===== config.mk =====
export PLATFORM = sky130hd
export DESIGN_NAME = pc_unit
export DESIGN_NICKNAME = d
export VERILOG_FILES = /design/src/rtl/pc_pkg.sv /design/src/rtl/pc_unit_if.sv /design/src/rtl/pc_next_mux.sv /design/src/rtl/pc_unit.sv
export SDC_FILE = /design/constraint.sdc
export NUM_CORES = 1
export LEC_CHECK = 0
export CAP_MARGIN = 20
export CELL_PAD_IN_SITES_DETAIL_PLACEMENT = 1
export CELL_PAD_IN_SITES_GLOBAL_PLACEMENT = 1
export CORE_MARGIN = 1.5
export CORE_UTILIZATION = 32
export CTS_CLUSTER_DIAMETER = 80
export DETAILED_ROUTE_END_ITERATION = 12
export GPL_ROUTABILITY_DRIVEN = 0
export PLACE_DENSITY_LB_ADDON = 0.15
export REMOVE_ABC_BUFFERS = 1
export SLEW_MARGIN = 20
export SYNTH_ARGS = -nofsm -noshare
export SYNTH_HDL_FRONTEND = slang
export SYNTH_SLANG_ARGS = --single-unit

===== constraint.sdc =====
create_clock -name clk -period 3.95 [get_ports clk]
set_input_delay 0.79 -clock clk [delete_from_list [all_inputs] [get_ports clk]]
set_output_delay 0.79 -clock clk [all_outputs]
set_load 0.03 [all_outputs]

===== src/rtl/pc_pkg.sv =====
// pc_pkg: shared constants and types for the program-counter slice.
//   XLEN      : datapath width (32)
//   pc_sel_e  : next-PC source select encodings
//   jalr_target() : jalr address formation (sum with bit 0 cleared)
package pc_pkg;

    localparam int unsigned XLEN = 32;

    typedef enum logic [2:0] {
        PC_SEL_SEQ    = 3'd0,
        PC_SEL_JAL    = 3'd1,
        PC_SEL_JALR   = 3'd2,
        PC_SEL_BR     = 3'd3,
        PC_SEL_REPLAY = 3'd4,
        PC_SEL_TRAP   = 3'd5,
        PC_SEL_ERET   = 3'd6,
        PC_SEL_HOLD   = 3'd7
    } pc_sel_e;

    function automatic logic [XLEN-1:0] jalr_target(input logic [XLEN-1:0] base,
                                                    input logic [XLEN-1:0] offset);
        logic [XLEN-1:0] sum;
        sum = base + offset;
        return {sum[XLEN-1:1], 1'b0};
    endfunction

endpackage


===== src/rtl/pc_unit_if.sv =====
// pc_unit_if: bundle of the next-PC select, its operands and the registered PC.
//   master : drives select/operands, observes PC_PIF (pipeline control side)
//   slave  : receives select/operands, drives PC_PIF (pc register side)
//   mux    : read-only view used by the combinational next-PC logic
interface pc_unit_if;
    import pc_pkg::*;

    logic [2:0]      PC_src_sel;
    logic [XLEN-1:0] PC_DX;
    logic [XLEN-1:0] jal_offset;
    logic [XLEN-1:0] rs1_data;
    logic [XLEN-1:0] jalr_offset;
    logic [XLEN-1:0] imm_b;
    logic [XLEN-1:0] PC_IF;
    logic [XLEN-1:0] handler_PC;
    logic [XLEN-1:0] epc;
    logic [XLEN-1:0] PC_PIF;

    modport master (
        output PC_src_sel, PC_DX, jal_offset, rs1_data, jalr_offset,
               imm_b, PC_IF, handler_PC, epc,
        input  PC_PIF
    );

    modport slave (
        input  PC_src_sel, PC_DX, jal_offset, rs1_data, jalr_offset,
               imm_b, PC_IF, handler_PC, epc,
        output PC_PIF
    );

    modport mux (
        input PC_src_sel, PC_DX, jal_offset, rs1_data, jalr_offset,
              imm_b, PC_IF, handler_PC, epc, PC_PIF
    );

endinterface


===== src/rtl/pc_next_mux.sv =====
// pc_next_mux: purely combinational next-PC formation (adders + 8:1 select).
//   bus     : pc_unit_if.mux view (select, operands, current PC_PIF)
//   next_pc : value to load into PC_PIF on the next rising edge
// All sums are modulo 2^32; no alignment checking beyond the jalr bit-0 clear.
module pc_next_mux
    import pc_pkg::*;
(
    pc_unit_if.mux         bus,
    output logic [XLEN-1:0] next_pc
);

    logic [XLEN-1:0] seq_target;
    logic [XLEN-1:0] jal_target;
    logic [XLEN-1:0] br_target;
    logic [XLEN-1:0] jr_target;

    always_comb begin
        seq_target = bus.PC_PIF + 32'd4;
        jal_target = bus.PC_DX + bus.jal_offset;
        br_target  = bus.PC_DX + bus.imm_b;
        jr_target  = jalr_target(bus.rs1_data, bus.jalr_offset);
    end

    // An unknown select falls to the default arm and holds the current PC.
    always_comb begin
        next_pc = bus.PC_PIF;
        case (pc_sel_e'(bus.PC_src_sel))
            PC_SEL_SEQ:    next_pc = seq_target;
            PC_SEL_JAL:    next_pc = jal_target;
            PC_SEL_JALR:   next_pc = jr_target;
            PC_SEL_BR:     next_pc = br_target;
            PC_SEL_REPLAY: next_pc = bus.PC_IF;
            PC_SEL_TRAP:   next_pc = bus.handler_PC;
            PC_SEL_ERET:   next_pc = bus.epc;
            PC_SEL_HOLD:   next_pc = bus.PC_PIF;
            default:       next_pc = bus.PC_PIF;
        endcase
    end

endmodule


===== src/rtl/pc_unit.sv =====
// pc_unit: pre-fetch program counter register.
//   clk          : rising-edge clock
//   rst          : asynchronous active-low reset, loads RESET_VECTOR
//   PC_src_sel   : next-PC source select (see pc_pkg::pc_sel_e)
//   PC_DX        : decode/execute PC, base for jal and branch
//   jal_offset   : sign-extended J-immediate
//   rs1_data     : jalr base register
//   jalr_offset  : sign-extended I-immediate
//   imm_b        : sign-extended B-immediate
//   PC_IF        : fetch-stage PC, used for replay
//   handler_PC   : trap handler address
//   epc          : trap return address
//   PC_PIF       : registered next fetch address (one cycle latency)
// Flat ports are kept for drop-in compatibility; they are gathered into a
// local pc_unit_if instance so the next-PC logic sees a single bundle.
module pc_unit
    import pc_pkg::*;
#(
    parameter logic [XLEN-1:0] RESET_VECTOR = 32'h0000_0000
) (
    input  logic            clk,
    input  logic            rst,
    input  logic [2:0]      PC_src_sel,
    output logic [XLEN-1:0] PC_PIF,
    input  logic [XLEN-1:0] PC_DX,
    input  logic [XLEN-1:0] jal_offset,
    input  logic [XLEN-1:0] rs1_data,
    input  logic [XLEN-1:0] jalr_offset,
    input  logic [XLEN-1:0] imm_b,
    input  logic [XLEN-1:0] PC_IF,
    input  logic [XLEN-1:0] handler_PC,
    input  logic [XLEN-1:0] epc
);

    pc_unit_if bus ();

    logic [XLEN-1:0] next_pc;
    logic [XLEN-1:0] pc_q;

    assign bus.PC_src_sel  = PC_src_sel;
    assign bus.PC_DX       = PC_DX;
    assign bus.jal_offset  = jal_offset;
    assign bus.rs1_data    = rs1_data;
    assign bus.jalr_offset = jalr_offset;
    assign bus.imm_b       = imm_b;
    assign bus.PC_IF       = PC_IF;
    assign bus.handler_PC  = handler_PC;
    assign bus.epc         = epc;
    assign bus.PC_PIF      = pc_q;

    pc_next_mux u_next (
        .bus     (bus),
        .next_pc (next_pc)
    );

    always_ff @(posedge clk or negedge rst) begin
        if (!rst) begin
            pc_q <= RESET_VECTOR;
        end else begin
            pc_q <= next_pc;
        end
    end

    assign PC_PIF = pc_q;

endmodule


==> results of run 1 <==
[critical path, stage by stage]
cell and delay [ns]:
sky130_fd_sc_hd__clkdlybuf4s15_1 0.19, sky130_fd_sc_hd__nor2b_2 0.16, sky130_fd_sc_hd__nand2_2 0.09, sky130_fd_sc_hd__buf_12 0.15, sky130_fd_sc_hd__buf_12 0.14, sky130_fd_sc_hd__mux2_4 0.33
sky130_fd_sc_hd__ha_4 0.28, sky130_fd_sc_hd__nand3_4 0.08, sky130_fd_sc_hd__a2111oi_4 0.49, sky130_fd_sc_hd__o211ai_1 0.16, sky130_fd_sc_hd__a31o_1 0.26, sky130_fd_sc_hd__a21oi_2 0.18
sky130_fd_sc_hd__buf_4 0.14, sky130_fd_sc_hd__a21oi_2 0.05, sky130_fd_sc_hd__xnor2_1 0.14, sky130_fd_sc_hd__buf_4 0.15, sky130_fd_sc_hd__nand2_2 0.06, sky130_fd_sc_hd__a31oi_1 0.17
[worst paths after layout]
check / end / cells past startpoint / slack [ns] / from
max: PC_PIF[27]$_DFFE_PN0P_ / 18 / 0.14 / PC_src_sel[2]
min: PC_PIF[0]$_DFFE_PN0P_ / 2 / 0.54 / PC_PIF[0]$_DFFE_PN0P_
max reg2reg: PC_PIF[31]$_DFFE_PN0P_ / 9 / 1.33 / PC_PIF[5]$_DFFE_PN0P_
min reg2reg: PC_PIF[0]$_DFFE_PN0P_ / 2 / 0.54 / PC_PIF[0]$_DFFE_PN0P_
max in group asynchronous: PC_PIF[18]$_DFFE_PN0P_ / 2 / 2.68 / rst
min in group asynchronous: PC_PIF[6]$_DFFE_PN0P_ / 2 / 0.92 / rst
[kinds of logic (layout without fill, tap and decap cells)]
| family | count (synthesis) | count (layout) | share of synthesized area |
|---|---|---|---|
| adders and majority gates | 71 | 71 | 0.143 |
| DFF | 32 | 32 | 0.127 |
| muxes | 42 | 42 | 0.0773 |
| buffers and inverters | 63 | 429 | 0.0382 |
| xor gates and xnor gates | 58 | 58 | 0.0804 |
| and+or+nand+nor | 248 | 248 | 0.184 |
| AOI/OAI and AO/OA | 327 | 327 | 0.350 |
[area by class of cell]
class / instances / area, um2 / share of cell area
clock inverter: 1 / 30.0 / 0.00279
multi-input combinational: 746 / 5610 / 0.521
timing repair buffer: 400 / 3760 / 0.349
tap: 265 / 332 / 0.0308
sequential: 32 / 801 / 0.0743
clock buffer: 7 / 153 / 0.0142
inverter: 21 / 78.8 / 0.00732
[through the flow]
stage / util / setup WS (ns) / instances
final: 0.555 / 0.139 / 1472
after global routing: 0.555 / -0.000357 / 1472
after CTS: 0.536 / 0.0828 / 1467
after detailed placement: 0.525 / -0.547 / 1457
after global placement: 0.525 / -0.379 / 1457
after floorplan: - / -1.12 / 799
[placed cells by master (no fill, tap or decap), types with 6 or more instances in the layout]
cell / instances
sky130_fd_sc_hd__o22ai_1: 54
sky130_fd_sc_hd__nand2b_1: 16
sky130_fd_sc_hd__a31oi_1: 17
sky130_fd_sc_hd__mux2i_1: 6
sky130_fd_sc_hd__nand3_1: 23
sky130_fd_sc_hd__nor2_1: 74
sky130_fd_sc_hd__a311oi_1: 9
sky130_fd_sc_hd__nand2_1: 68
sky130_fd_sc_hd__inv_1: 19
sky130_fd_sc_hd__o21ai_1: 6
sky130_fd_sc_hd__nor2b_1: 6
sky130_fd_sc_hd__o21bai_1: 7
sky130_fd_sc_hd__dfrtp_1: 32
sky130_fd_sc_hd__and3_1: 8
sky130_fd_sc_hd__xor2_1: 23
sky130_fd_sc_hd__buf_4: 105
sky130_fd_sc_hd__a21oi_1: 81
sky130_fd_sc_hd__o22a_1: 26
sky130_fd_sc_hd__xnor2_1: 34
sky130_fd_sc_hd__a211oi_1: 7
sky130_fd_sc_hd__a21o_1: 21
sky130_fd_sc_hd__o21ai_0: 35
sky130_fd_sc_hd__mux2_2: 29
sky130_fd_sc_hd__nand4_1: 15
sky130_fd_sc_hd__ha_4: 14
sky130_fd_sc_hd__o221ai_1: 6
sky130_fd_sc_hd__and2_1: 7
sky130_fd_sc_hd__a221oi_1: 6
sky130_fd_sc_hd__ha_1: 55
sky130_fd_sc_hd__nor3_1: 8
sky130_fd_sc_hd__clkdlybuf4s50_1: 289
[layer usage]
layer,share of wire,routed length [um]
met5,0,0
met4,0.021,636
met3,0.051,1540
met2,0.49,14600
met1,0.44,13300
[timing repair]
item	4_1_cts	5_1_grt
setup endpoints to repair	17	15
pin swaps	7	33
hold buffers	0	0
resized for setup	7	49
buffers inserted	2	6
[report_power, final]
part           internal, mW  switching [mW]  total, mW
clock network         0.332           0.155      0.487
registers             0.385          0.0855      0.471
logic                 0.866           0.858       1.72
==> out/summary.log, run 1 <==
qor: timing.fin_crit_sh 0.965
qor: floorplan.floorplan.core_area 19400 um2
qor: global_route.global_route_met2_usage 0.477
qor: power.cellPowerDensity 249 nW/um2
qor: yosys.post_synth_inst_count 841
qor: cts.clkSlewWorstSetupHoldPaths 0.06 ns
qor: global_route.via_count_of_the_first_global_routing_pass 8531
qor: cells_and_area.final_net_count 1538
qor: run_status.run_status finished, final reports clean
qor: cts.cts_tree built
qor: timing.worst_slew_pin_slew 0.709 ns
qor: cells_and_area.fillCellCount 2354
qor: global_route.grt_first_pass_wirelength 44900 um
qor: yosys.ys_ff_latch 32
qor: floorplan.dieWidth 143 um
qor: cts.cts_buffers 5
qor: global_route.pin_count_of_the_biggest_net_entering_global_routing 45
qor: cts.cts.path.max_buffers 2
qor: job.cap_viol_max_count 0
qor: yosys.synthFlopType sky130_fd_sc_hd__dfrtp_1
qor: timing.slew_headroom 0.524
qor: floorplan.placement_rows 51
qor: critical_path.critical_path_peak_fanout 7
qor: min_path.worstHoldPathType reg2reg
qor: global_route.global_route.usage.met1 0.363
qor: power.vdd_drop_max 0.137 mV
qor: yosys.synth_enable_flop_cells 0
qor: timing.hold_slack 0.537 ns
qor: yosys.synth_area_leader_cell sky130_fd_sc_hd__ha_1
qor: drt.antenna_left 0
qor: cells_and_area.largest_reg_flops 32
qor: yosys.synth-warning-count 0
qor: cells_and_area.syn_to_layout_area_delta 70.6%
qor: placement.dp_hpwl 24200 um
qor: timing.fmaxAchievable 0.262 GHz
qor: yosys.synthTopCellsByArea sky130_fd_sc_hd__ha_1, sky130_fd_sc_hd__dfrtp_1, sky130_fd_sc_hd__a21oi_1
qor: yosys.synth.top_cells.by_count sky130_fd_sc_hd__a21oi_1, sky130_fd_sc_hd__nor2_1, sky130_fd_sc_hd__nand2_1
qor: floorplan.floorplan.io_pins 293
qor: cts.tritoncts_num_sinks 32
qor: yosys.netlist_area 6320 um2
qor: drt.drt_pre_antenna_iters 5
qor: timing.period_minus_slack 3.81 ns
qor: drt.vias_per_cell 5.61
qor: yosys.synthDistinctLibCells 66
qor: critical_path.crit_type in2reg
qor: drt.drt-wirelength-per-cell 20.4 um
qor: timing.setup_viol 0
qor: cells_and_area.final_layout_size_suffix_gt1_frac 0.171
qor: drt.drtIter0Drc 433
qor: critical_path.crit_path_start_kind input pin
qor: power.static-leakage-power 4.33 nW
qor: drt.route.detailed.drc 0
qor: floorplan.fp.dieArea 20600 um2
qor: cells_and_area.antenna_cells_inserted 0
qor: power.totalPowerFinal 2.68 mW
qor: cells_and_area.finalInstanceArea 10800 um2
qor: cts.ctsHtreeMaxLevel 2
qor: floorplan.initial_core_util 0.326
qor: floorplan.floorplan.die.height 143 um
qor: timing.final-max-slew-violation-count 0
qor: timing.setup-tns-final 0 ns
qor: global_route.grt_use_met3 0.0377
qor: yosys.yosys.area.top_type_share 0.137
qor: global_route.track_usage 0.278
qor: yosys.async_flop_share 1.00
qor: placement.place.port_buffers 292
qor: yosys.synth_sequential_area_ratio 0.127
qor: global_route.gr-max-usage-layer met2
qor: critical_path.critical_path_required 4.16 ns
qor: global_route.overflow_left_after_global_routing 0
qor: drt.drt_wl_total 30100 um
qor: timing.timing_hold_violations_final 0
qor: global_route.number_of_antenna_violations_at_the_first_check_in_global_routing 0
qor: yosys.postSynthAreaPerCell 7.51 um2
qor: critical_path.crit_path_end_kind flip-flop
qor: yosys.yosys.cell_count.top_type sky130_fd_sc_hd__a21oi_1
qor: cts.cts_root_buffer sky130_fd_sc_hd__clkbuf_16
qor: drt.vias 8264
qor: critical_path.arrival 4.02 ns
qor: timing.finClkSkew 0.00598 ns
qor: placement.placed_cell_area 10200 um2
qor: cts.clock_latency 0.29 ns
Note: power is estimated with default switching activity, not from simulation.
==> inputs of run 2 (changes only) <==
--- a/config.mk
+++ b/config.mk
@@ -8,9 +8,8 @@
 export CAP_MARGIN = 20
 export CELL_PAD_IN_SITES_DETAIL_PLACEMENT = 1
 export CELL_PAD_IN_SITES_GLOBAL_PLACEMENT = 1
-export CORE_MARGIN = 1.5
+export CORE_MARGIN = 3
 export CORE_UTILIZATION = 32
-export CTS_CLUSTER_DIAMETER = 80
 export DETAILED_ROUTE_END_ITERATION = 12
 export GPL_ROUTABILITY_DRIVEN = 0
 export PLACE_DENSITY_LB_ADDON = 0.15
==> run 2 against run 1 <==
  * Final cell count down 0.34%
  * Via count up 0.45%
  * Clock power is 7.6% lower
  * Non-clock buffer count unchanged
  * Sequential share of layout area grew 0.16 points
  * Critical path type unchanged
  * Sequential power about the same
  * Total power down 2.9%
  * Combinational power fell by 2%
  * First-iteration DRC count up 34%
  * Global-route usage shrank 1.2 points
  * Worst setup slack worse by 0.041 ns
==> out/summary.log, run 2 (synthesized netlist as in run 1, its figures left out) <==
qor: run_status.run_status finished, final reports clean
qor: cts.post_cts_hold_buffer_count 0 [unchanged]
qor: timing.setup_viol 0 [unchanged]
qor: power.static-leakage-power 4.29 nW [-0.93%]
qor: timing.worst_slack 0.0981 ns [-0.0412 ns]
qor: power.clock_power_share 0.173 [-0.009]
qor: cells_and_area.syn_to_layout_area_delta 66.9%
qor: cts.clock_latency 0.29 ns [about the same]
qor: global_route.track_usage 0.266 [-0.0118]
qor: critical_path.crit-reg2reg-capture PC_PIF[31]$_DFFE_PN0P_
qor: critical_path.critical_path_required 4.12 ns [-0.04 ns]
qor: cts.ctsHtreeMaxLevel 2 [unchanged]
qor: cells_and_area.mostFrequentLayoutCells sky130_fd_sc_hd__clkdlybuf4s50_1, sky130_fd_sc_hd__buf_4, sky130_fd_sc_hd__a21oi_1
qor: timing.fmaxAchievable 0.260 GHz [-1.1%]
qor: power.vdd_drop_max 0.189 mV [+38%]
qor: min_path.min_delay_worst_endpoint PC_PIF[0]$_DFFE_PN0P_
qor: timing.rsz0062_at_grt yes
qor: cts.tritoncts_num_sinks 32 [unchanged]
qor: timing.setup-tns-final 0 ns [unchanged]
qor: power.switching_share 0.414 [+0.00430]
qor: critical_path.regToRegSetupSlack 1.44 ns [+0.11 ns]
qor: power.intPower 1.53 mW [-3.6%]
qor: floorplan.floorplan.core_area 19000 um2 [-2.0%]
qor: timing.finClkSkew 0.00644 ns [+0.000457 ns]
qor: floorplan.dieWidth 146 um [+2.1%]
qor: drt.antenna_left 0 [unchanged]
qor: drt.drt_pre_antenna_iters 5 [unchanged]
qor: min_path.hold_start PC_PIF[0]$_DFFE_PN0P_
qor: placement.place.detailed.instances 1460 [+0.21%]
qor: global_route.overflow_left_after_global_routing 0 [unchanged]
qor: timing.timing_hold_violations_final 0 [unchanged]
qor: global_route.grt_first_pass_wirelength 46600 um [+3.6%]
qor: timing.final-max-slew-violation-count 0 [unchanged]
qor: timing.fin_crit_sh 0.975 [+0.0104]
qor: drt.vias 8301 [+0.45%]
qor: placement.dp_hpwl 25100 um [+3.5%]
qor: drt.drtIter0Drc 581 [+34%]
qor: critical_path.critical_path_peak_fanout 22 [+15]
qor: critical_path.arrival 4.02 ns [about the same]
qor: cells_and_area.finalInstanceArea 10500 um2 [-2.2%]
qor: cts.cts_root_buffer sky130_fd_sc_hd__clkbuf_16
qor: floorplan.fp.dieArea 21500 um2 [+4.2%]
qor: cells_and_area.largest_reg_flops 32 [unchanged]
qor: power.seq_power_share 0.180 [+0.005]
qor: placement.placed_cell_area 10200 um2 [+0.53%]
qor: min_path.worstHoldPathType reg2reg
qor: floorplan.floorplan.io_pins 293 [unchanged]
qor: floorplan.initial_core_util 0.332 [+0.00651]
qor: placement.place.port_buffers 292 [unchanged]
qor: floorplan.placement_rows 50 [-2.0%]
qor: global_route.number_of_antenna_violations_at_the_first_check_in_global_routing 0 [unchanged]
qor: cells_and_area.finalCoreUtilization 0.554 [-0.00113]
qor: global_route.via_count_of_the_first_global_routing_pass 8769 [+2.8%]
qor: cts.cts_buffers 5 [unchanged]
qor: timing.hold_slack 0.539 ns [+0.00184 ns]
qor: timing.slew_headroom 0.486 [-0.0381]
qor: critical_path.worstRegToRegCells 9 [unchanged]
qor: cells_and_area.final_layout_size_suffix_gt1_frac 0.162 [-0.00911]
qor: cts.cts_post_setup_buffers_inserted 0 [-2]
qor: timing.period_minus_slack 3.85 ns [+0.0412 ns]
qor: power.cellPowerDensity 247 nW/um2 [-0.75%]
qor: power.share_comb_of_total_power 0.647 [+0.004]
qor: cts.clkSlewWorstSetupHoldPaths 0.06 ns [about the same]
qor: drt.drt-wirelength-per-cell 20.3 um [-0.48%]
qor: critical_path.r2r_start PC_PIF[5]$_DFFE_PN0P_
qor: cells_and_area.finalNonFillerCells 1467 [-0.34%]
qor: power.totalPowerFinal 2.60 mW [-2.9%]
qor: job.cap_viol_max_count 0 [unchanged]
qor: placement.placement.setup.worst_slack -0.565 ns [-0.0183 ns]
qor: critical_path.crit_type in2reg
qor: cells_and_area.most_common_cell_after_layout_fill_and_taps_aside sky130_fd_sc_hd__clkdlybuf4s50_1
qor: timing.worst_slew_pin_slew 0.765 ns [+0.0556 ns]
qor: cts.cts_tree built
qor: drt.route.detailed.drc 0 [unchanged]
qor: cells_and_area.antenna_cells_inserted 0 [unchanged]
qor: cells_and_area.final_net_count 1538 [unchanged]
qor: drt.drt_wl_total 29800 um [-0.82%]
qor: drt.vias_per_cell 5.66 [+0.79%]
qor: min_path.depth_of_the_worst_hold_timing_path 2 [unchanged]
qor: global_route.pin_count_of_the_biggest_net_entering_global_routing 45 [unchanged]
qor: floorplan.floorplan.die.height 146 um [+2.1%]
qor: cts.cts.path.max_buffers 2 [unchanged]
qor: power.power_switching 1.08 mW [-1.9%]
qor: critical_path.crit_path_end_kind flip-flop
qor: critical_path.crit_path_start_kind input pin
run 2: cell count changes in the layout (fill, tap and decap cells not counted), moves of 3 or more:
cell                      previous run  this run
sky130_fd_sc_hd__ha_1               55        66
sky130_fd_sc_hd__ha_4               14         2
sky130_fd_sc_hd__mux2_2             29        33
sky130_fd_sc_hd__mux2_4              5         1
sky130_fd_sc_hd__nand2_1            68        71
sky130_fd_sc_hd__nand2_2             4         1
run 2: final cells by class:
cell class	count	area, um2
fillers	2374	8480
multi-input cells	746	5420
repair buffers	400	3750
flip-flops and latches	32	801
well taps	260	325
clock buffers	5	125
inverters	21	78.8
clock inverters	3	42.5
run 2: power groups by stage:
stage	Combinational (mW)	Sequential, mW	Clock (mW)
6_report	1.68	0.470	0.450
3_5_place_dp	1.64	0.472	0
3_3_place_gp	1.61	0.469	0
2_1_floorplan	0.711	0.564	0
4_1_cts	1.66	0.468	0.450
5_1_grt	1.82	0.481	0.466
run 2: timing repair:
item / CTS / global route
hold endpoints to repair: 0 / 0
gates resized for setup: 10 / 20
pin swaps: 6 / 20
endpoints found under the setup margin: 17 / 16
run 2: worst max-delay path by stage:
| stage | from | to | slack (ns) |
|---|---|---|---|
| global route | PC_src_sel[2] | PC_PIF[26]$_DFFE_PN0P_ | -0.08 |
| CTS | PC_src_sel[2] | PC_PIF[30]$_DFFE_PN0P_ | 0.005 |
| global placement | PC_src_sel[2] | PC_PIF[25]$_DFFE_PN0P_ | -0.49 |
| detailed placement | PC_src_sel[2] | PC_PIF[30]$_DFFE_PN0P_ | -0.57 |
| floorplan | PC_src_sel[0] | PC_PIF[26]$_DFFE_PN0P_ | -1.12 |
| finish | PC_src_sel[2] | PC_PIF[29]$_DFFE_PN0P_ | 0.1 |
run 2: worst max-delay path: stages:
cell,delay (ns)
sky130_fd_sc_hd__dlygate4sd2_1,0.26
sky130_fd_sc_hd__nor2b_2,0.15
sky130_fd_sc_hd__nand2_2,0.08
sky130_fd_sc_hd__buf_12,0.15
sky130_fd_sc_hd__buf_12,0.16
sky130_fd_sc_hd__mux2_2,0.28
sky130_fd_sc_hd__ha_1,0.29
sky130_fd_sc_hd__a21o_1,0.19
sky130_fd_sc_hd__a21o_1,0.17
sky130_fd_sc_hd__a221o_1,0.36
sky130_fd_sc_hd__a21oi_1,0.15
sky130_fd_sc_hd__nor2b_1,0.07
sky130_fd_sc_hd__a311oi_2,0.23
sky130_fd_sc_hd__buf_4,0.17
sky130_fd_sc_hd__xnor2_1,0.08
sky130_fd_sc_hd__a221oi_1,0.32
sky130_fd_sc_hd__nor2_1,0.09
run 2: routing by layer:
layer / up-vias / global-route usage / share of wire
met2: 290 / 0.456 / 0.48
li1: 3947 / - / -
met5: - / 0 / 0
met4: 0 / 0.0508 / 0.016
met1: 4028 / 0.355 / 0.44
met3: 36 / 0.0413 / 0.062
==> inputs of run 3 (changes only) <==
--- a/config.mk
+++ b/config.mk
@@ -10,6 +10,7 @@
 export CELL_PAD_IN_SITES_GLOBAL_PLACEMENT = 1
 export CORE_MARGIN = 3
 export CORE_UTILIZATION = 32
+export CTS_BUF_LIST = sky130_fd_sc_hd__clkbuf_8 sky130_fd_sc_hd__clkbuf_16
 export DETAILED_ROUTE_END_ITERATION = 12
 export GPL_ROUTABILITY_DRIVEN = 0
 export PLACE_DENSITY_LB_ADDON = 0.15
==> results of run 3 <==
Final layout, timing and power as in run 2 (identical DEF).
